<file path="src/rtl/cpu_trace_formatter.sv">
// CPU trace formatter: serializes register/memory write records into ASCII text, one char per handshake.
// Optional build macro TRACE_NEWLINE_EN appends an 8'h0A terminator after '#'.
module cpu_trace_formatter (
  input  logic        clk,
  input  logic        reset,
  input  logic        in_valid,
  output logic        in_ready,
  input  logic        in_kind,
  input  logic [13:0] in_time,
  input  logic [31:0] in_pc,
  input  logic [4:0]  in_reg,
  input  logic [31:0] in_addr,
  input  logic [31:0] in_data,
  output logic [7:0]  char,
  output logic        char_valid,
  input  logic        char_ready,
  output logic        sat,
  output logic [3:0]  dbg_state_o
);

  // Handshakes: a record transfers on an edge with in_valid && in_ready; a char
  // transfers on an edge with char_valid && char_ready, and char/char_valid hold otherwise.
  typedef enum logic [3:0] {
    S_IDLE, S_CARET, S_TIME, S_AT, S_PC, S_COLON, S_SPACE, S_MARK,
    S_REGNUM, S_ADDR, S_ARROW, S_DATA, S_HASH, S_NL
  } state_t;

  state_t      state_q, state_d;
  logic [2:0]  idx_q, idx_d;
  logic        kind_q;
  logic [3:0]  tdig_q [4];
  logic [2:0]  tlen_q;
  logic [3:0]  rtens_q, rones_q;
  logic        rtwo_q;
  logic [31:0] pc_q, addr_q, data_q;
  logic        sat_q;

  logic        accept;
  logic        over;
  logic [13:0] t_clip;
  logic [3:0]  t_d3, t_d2, t_d1, t_d0;
  logic [2:0]  t_len;
  logic [1:0]  t_sel;
  logic        seg_last;
  state_t      seg_next;

  function automatic logic [3:0] nib_sel(input logic [31:0] w, input logic [2:0] i);
    case (i)
      3'd0:    return w[31:28];
      3'd1:    return w[27:24];
      3'd2:    return w[23:20];
      3'd3:    return w[19:16];
      3'd4:    return w[15:12];
      3'd5:    return w[11:8];
      3'd6:    return w[7:4];
      default: return w[3:0];
    endcase
  endfunction

  function automatic logic [7:0] hex_char(input logic [3:0] n);
    return (n < 4'd10) ? (8'h30 + {4'h0, n}) : (8'h57 + {4'h0, n});
  endfunction

  function automatic logic [7:0] dec_char(input logic [3:0] n);
    return 8'h30 + {4'h0, n};
  endfunction

  assign accept = in_valid && in_ready;
  assign over   = in_time > 14'd9999;

  // Decimal digits are computed once at accept so the emit path is a plain mux.
  always_comb begin
    t_clip = over ? 14'd9999 : in_time;
    t_d3   = 4'(t_clip / 14'd1000);
    t_d2   = 4'((t_clip / 14'd100) % 14'd10);
    t_d1   = 4'((t_clip / 14'd10) % 14'd10);
    t_d0   = 4'(t_clip % 14'd10);
    if (t_clip >= 14'd1000)     t_len = 3'd4;
    else if (t_clip >= 14'd100) t_len = 3'd3;
    else if (t_clip >= 14'd10)  t_len = 3'd2;
    else                        t_len = 3'd1;
  end

  always_ff @(posedge clk or posedge reset) begin
    if (reset) begin
      state_q   <= S_IDLE;
      idx_q     <= 3'd0;
      kind_q    <= 1'b0;
      tdig_q[0] <= 4'd0;
      tdig_q[1] <= 4'd0;
      tdig_q[2] <= 4'd0;
      tdig_q[3] <= 4'd0;
      tlen_q    <= 3'd1;
      rtens_q   <= 4'd0;
      rones_q   <= 4'd0;
      rtwo_q    <= 1'b0;
      pc_q      <= 32'd0;
      addr_q    <= 32'd0;
      data_q    <= 32'd0;
      sat_q     <= 1'b0;
    end else begin
      state_q <= state_d;
      idx_q   <= idx_d;
      sat_q   <= accept && over;
      if (accept) begin
        kind_q    <= in_kind;
        tdig_q[0] <= t_d0;
        tdig_q[1] <= t_d1;
        tdig_q[2] <= t_d2;
        tdig_q[3] <= t_d3;
        tlen_q    <= t_len;
        rtens_q   <= 4'(in_reg / 5'd10);
        rones_q   <= 4'(in_reg % 5'd10);
        rtwo_q    <= in_reg >= 5'd10;
        pc_q      <= in_pc;
        addr_q    <= in_addr;
        data_q    <= in_data;
      end
    end
  end

  // Each state is one text segment; idx_q walks the characters inside it.
  always_comb begin
    seg_last = 1'b1;
    seg_next = S_IDLE;
    case (state_q)
      S_CARET:  seg_next = S_TIME;
      S_TIME: begin
        seg_last = (idx_q == tlen_q - 3'd1);
        seg_next = S_AT;
      end
      S_AT:     seg_next = S_PC;
      S_PC: begin
        seg_last = (idx_q == 3'd7);
        seg_next = S_COLON;
      end
      S_COLON:  seg_next = S_SPACE;
      S_SPACE:  seg_next = S_MARK;
      S_MARK:   seg_next = kind_q ? S_ADDR : S_REGNUM;
      S_REGNUM: begin
        seg_last = (idx_q == {2'b00, rtwo_q});
        seg_next = S_ARROW;
      end
      S_ADDR: begin
        seg_last = (idx_q == 3'd7);
        seg_next = S_ARROW;
      end
      S_ARROW: begin
        seg_last = (idx_q == 3'd3);
        seg_next = S_DATA;
      end
      S_DATA: begin
        seg_last = (idx_q == 3'd7);
        seg_next = S_HASH;
      end
`ifdef TRACE_NEWLINE_EN
      S_HASH:   seg_next = S_NL;
`else
      S_HASH:   seg_next = S_IDLE;
`endif
      default:  seg_next = S_IDLE;
    endcase
  end

  always_comb begin
    state_d = state_q;
    idx_d   = idx_q;
    if (state_q == S_IDLE) begin
      if (in_valid) begin
        state_d = S_CARET;
        idx_d   = 3'd0;
      end
    end else if (char_ready) begin
      if (seg_last) begin
        state_d = seg_next;
        idx_d   = 3'd0;
      end else begin
        idx_d = idx_q + 3'd1;
      end
    end
  end

  assign t_sel = 2'(tlen_q - 3'd1 - idx_q);

  always_comb begin
    char = 8'h00;
    case (state_q)
      S_CARET:  char = 8'h5e;
      S_TIME:   char = dec_char(tdig_q[t_sel]);
      S_AT:     char = 8'h40;
      S_PC:     char = hex_char(nib_sel(pc_q, idx_q));
      S_COLON:  char = 8'h3a;
      S_SPACE:  char = 8'h20;
      S_MARK:   char = kind_q ? 8'h2a : 8'h24;
      S_REGNUM: char = dec_char((rtwo_q && idx_q == 3'd0) ? rtens_q : rones_q);
      S_ADDR:   char = hex_char(nib_sel(addr_q, idx_q));
      S_ARROW: begin
        case (idx_q[1:0])
          2'd1:    char = 8'h3c;
          2'd2:    char = 8'h3d;
          default: char = 8'h20;
        endcase
      end
      S_DATA:   char = hex_char(nib_sel(data_q, idx_q));
      S_HASH:   char = 8'h23;
      S_NL:     char = 8'h0a;
      default:  char = 8'h00;
    endcase
  end

  assign char_valid  = (state_q != S_IDLE);
  assign in_ready    = (state_q == S_IDLE);
  assign sat         = sat_q;
  assign dbg_state_o = state_q;

endmodule

</file>
<file path="config.mk">
export PLATFORM = sky130hd
export DESIGN_NAME = cpu_trace_formatter
export DESIGN_NICKNAME = d
export VERILOG_FILES = /design/src/rtl/cpu_trace_formatter.sv
export SDC_FILE = /design/constraint.sdc
export NUM_CORES = 1
export LEC_CHECK = 0
export CORE_MARGIN = 1
export CORE_UTILIZATION = 30
export CTS_CLUSTER_SIZE = 16
export DETAILED_ROUTE_END_ITERATION = 12
export GPL_ROUTABILITY_DRIVEN = 0
export PLACE_DENSITY = 0.62
export SYNTH_ARGS = -nofsm -noshare
export SYNTH_HDL_FRONTEND = slang
export SYNTH_SLANG_ARGS = --single-unit
</file>
<file path="constraint.sdc">
create_clock -name clk -period 4.77 [get_ports clk]
set_clock_uncertainty 0.15 [all_clocks]
set_input_delay 0.954 -clock clk [delete_from_list [all_inputs] [get_ports clk]]
set_output_delay 0.954 -clock clk [all_outputs]
set_load 0.005 [all_outputs]
</file>
==> impl_metrics.py <==
metrics = {
    "critical_path": {
        "cp-startpoint": "in_time[6]",
        "reg2reg_slack_ns": 1.69,
        "cp.required_ns": 4.97,
        "arrival_ns": 5.57,
        "worstSetupStartpointType": "input pin",
        "path_max_fanout": 7,
        "rr_endpoint": "dbg_state_o[2]$_DFFE_PP0P_",
        "path_class": "in2reg",
        "crit_path_end_kind": "flip-flop",
        "reg2reg_from": "dbg_state_o[3]$_DFFE_PP0P_",
        "r2r_cells": 11,
    },
    "clock_tree": {
        "hold_buffers": 0,
        "ctsRootBufferMaster": "clkbuf_16",
        "cts_sinks": 131,
        "numCtsBuffers": 17,
        "cts_tree": "yes",
        "clk_pin_slew_worst_paths_ns": 0.06,
        "clockBufferDepth": 2,
        "h-tree-depth": 4,
        "insertion_delay_ns": 0.42,
    },
    "run_status": {
        "status": "finished, violations left",
        "violations": "setup timing",
    },
    "placed_design": {
        "dp.final_hpwl_mm": 26.52,
        "pre_cts_ws_ns": -1.546,
        "post_dp_cell_area_um2": 14030,
        "portBuffers": 133,
    },
    "floorplan": {
        "floorplan.die_area_um2": 35640,
        "io_pins": 135,
        "start_util_pct": 30.38,
        "core_area_um2": 34460,
        "fp.dieW_um": 188.8,
        "die_h_um": 188.8,
        "core.rowCount": 68,
    },
    "global_routing": {
        "grt-ovfl-total": 0,
        "antenna_found_initial": 0,
        "grt_pass1_wl_mm": 59.60,
        "grt_pass1_vias": 11737,
        "grt_max_degree": 114,
        "grt_usage_pct": 20.43,
    },
    "sta": {
        "rsz0062_at_grt": "true",
        "tightest_slew_ns": 1.049,
        "relSlewSlack_pct": 30.10,
        "min_period_ns": 5.376,
        "fmax_mhz": 186.0,
        "fin_ws_ns": -0.6061,
        "setup_viol": 12,
        "fin_tns_setup_ns": -4.724,
        "slew_violations": 0,
        "finalHoldViolCount": 0,
        "fin_crit_sh_pct": 112.7,
    },
    "layout": {
        "final_area_um2": 16140,
        "drive_above_1_share_pct": 33.64,
        "layout.nets": 1892,
        "fin_util_pct": 46.84,
        "antenna_cells": 0,
        "area_growth_pct": 54.21,
        "n_fill_cell": 3278,
    },
    "yosys": {
        "ys_seq_elements": 131,
        "synth.most_common_cell": "nand2_1",
        "netlist_top_cells_count": "nand2_1, dfrtp_1, nor2_1",
        "yosys.area.top_type": "dfrtp_1",
        "yosysSeqAreaShare_pct": 31.33,
        "syn_nets": 1508,
        "synth_top_flop_cell": "dfrtp_1",
        "synthTopCellsByArea": "dfrtp_1, nand2_1, a21oi_1",
        "synth.top_cell.area_share_pct": 31.08,
        "yosys_warnings": 0,
        "async_reset_ff_share_pct": 100.0,
        "avgSynthCellArea_um2": 7.657,
        "synthCells": 1367,
        "synth_edf_count": 0,
        "yosysUniqueCellTypes": 108,
        "synthesis.area_um2": 10470,
    },
    "drt": {
        "detail_route.iter0.violations": 840,
        "final_antenna_net_count": 0,
        "drt_first_pass_iters": 6,
        "drcViolationCount": 0,
        "vias": 11866,
        "wire_per_inst_um": 16.99,
        "via_per_inst": 5.350,
        "wl_mm": 37.68,
    },
    "run": {
        "maxCapViolations": 0,
    },
    "hold_path": {
        "min_from": "pc_q[0]$_DFFE_PP0P_",
        "hp-class": "reg2reg",
        "holdPathStages": 2,
        "hold_end": "pc_q[0]$_DFFE_PP0P_",
    },
    "power": {
        "powerDensity_nw_per_um2": 574.7,
        "p_leak_nw": 7.323,
        "peakVddDrop_mv": 0.2754,
    },
}
routing by layer:
| metal | track usage [%] | share of wire, % |
|---|---|---|
| met5 | 0 | 0 |
| met4 | 7.413 | 2.6 |
| met3 | 2.924 | 5.6 |
| met1 | 25.79 | 43 |
| met2 | 35.22 | 49 |
final cells by class:
class                      count  area [um^2]  area share (%)
clock buffer                  18        429.2           2.659
clock inverter                13        209.0           1.294
inverter                      34        132.6          0.8216
multi-input combinational   1115         7631           47.28
sequential                   131         3279           20.32
tap                          455        569.3           3.527
timing repair buffer         452         3891           24.11
what timing repair did:
| item | in CTS | in global routing |
|---|---|---|
| endpoints found under the hold margin | 0 | 0 |
| pin swaps | 80 | 55 |
| buffers inserted | 52 | 25 |
| cloned | 2 | 1 |
| gates resized for setup | 169 | 114 |
| setup endpoints to repair | 17 | 16 |
stage by stage:
stage	hold slack (ns)	power, W	instances
floorplan	0.2840	0.005198	1367
global placement	0.3067	0.006872	2114
detailed placement	0.3077	0.006990	2114
CTS	0.3268	0.008892	2197
global route	0.3391	0.009927	2218
finish	0.3250	0.009277	2218
flip-flops by register name, indices dropped and copies added (netlist names):
signal,count
rtwo_q,1
kind_q,1
addr_q,32
sat,1
data_q,32
rones_q,4
rtens_q,2
pc_q,32
tdig_q,16
dbg_state_o,4
idx_q,3
tlen_q,3
worst max-delay path: stages:
cell and delay [ns]:
buf_6 0.10, or4_4 0.57, a2111oi_4 0.37, and4b_1 0.27, nand4_1 0.15, o221ai_4 0.18, a21oi_4 0.14, xnor2_2 0.20
o211a_1 0.22, a311o_1 0.41, buf_6 0.17, a211oi_2 0.17, o22ai_2 0.10, a311o_1 0.37, a21o_1 0.18, nand2_2 0.09
xnor2_2 0.11, ha_2 0.19, inv_2 0.04, o21ai_0 0.09, nand2_1 0.09, a311o_1 0.29, a21oi_2 0.11
cell families (layout without fill, tap and decap cells):
family                   Yosys count  after routing  share of synthesized area [%]
XOR/XNOR                          35             35                          3.072
AND/OR/NAND/NOR                  647            647                          27.21
flip-flops                       131            131                          31.33
buffers and inverters            121            517                          5.355
other                              1              1                        0.03583
multiplexers                      40             40                          4.470
AO/OA/AOI/OAI                    369            369                          25.83
adder cells (fa/ha/maj)           23             23                          2.701
how the worst max path moves through the flow:
stage,to,slack [ns]
after floorplan,tdig_q[9]$_DFFE_PP0P_,-0.80
after global placement,tdig_q[14]$_DFFE_PP0P_,-1.52
after detailed placement,tdig_q[9]$_DFFE_PP0P_,-1.55
after CTS,tdig_q[10]$_DFFE_PP0P_,-0.57
after global routing,tdig_q[11]$_DFFE_PP0P_,-0.82
final,tdig_q[7]$_DFFE_PP0P_,-0.61
cells in the final DEF (no fill, tap or decap), types with 6 or more instances in the layout:
cell / netlist / final
a22oi_1: 8 / 8
clkdlybuf4s50_1: 0 / 118
mux2i_1: 25 / 22
mux2_2: 8 / 6
nor2_1: 89 / 80
buf_6: 6 / 35
xnor2_1: 25 / 22
a21oi_2: 2 / 22
nand3_1: 29 / 24
and2_1: 11 / 7
inv_2: 6 / 11
inv_1: 27 / 21
nor4_1: 9 / 6
buf_4: 13 / 286
nor2_2: 0 / 6
xor2_1: 8 / 7
o21ai_1: 14 / 16
ha_1: 21 / 10
o21a_1: 10 / 7
nand2b_1: 13 / 10
o21ai_0: 64 / 49
ha_4: 0 / 6
dfrtp_1: 130 / 130
clkbuf_16: 0 / 17
o21ai_2: 6 / 16
o211ai_1: 15 / 15
nand2_2: 5 / 12
a21o_1: 9 / 9
a222oi_1: 22 / 22
a21oi_1: 85 / 62
nand4_1: 12 / 12
nor3_1: 27 / 22
nand2_1: 406 / 394
a31oi_1: 19 / 15
power by group:
part           leakage, nW  switching [W]  internal, W
Clock                0.302       0.000505     0.000925
Sequential            1.65       0.000380      0.00160
Combinational         5.37        0.00302      0.00285
Total                 7.32        0.00391      0.00537
No activity file was read; power rests on OpenSTA's default activity.
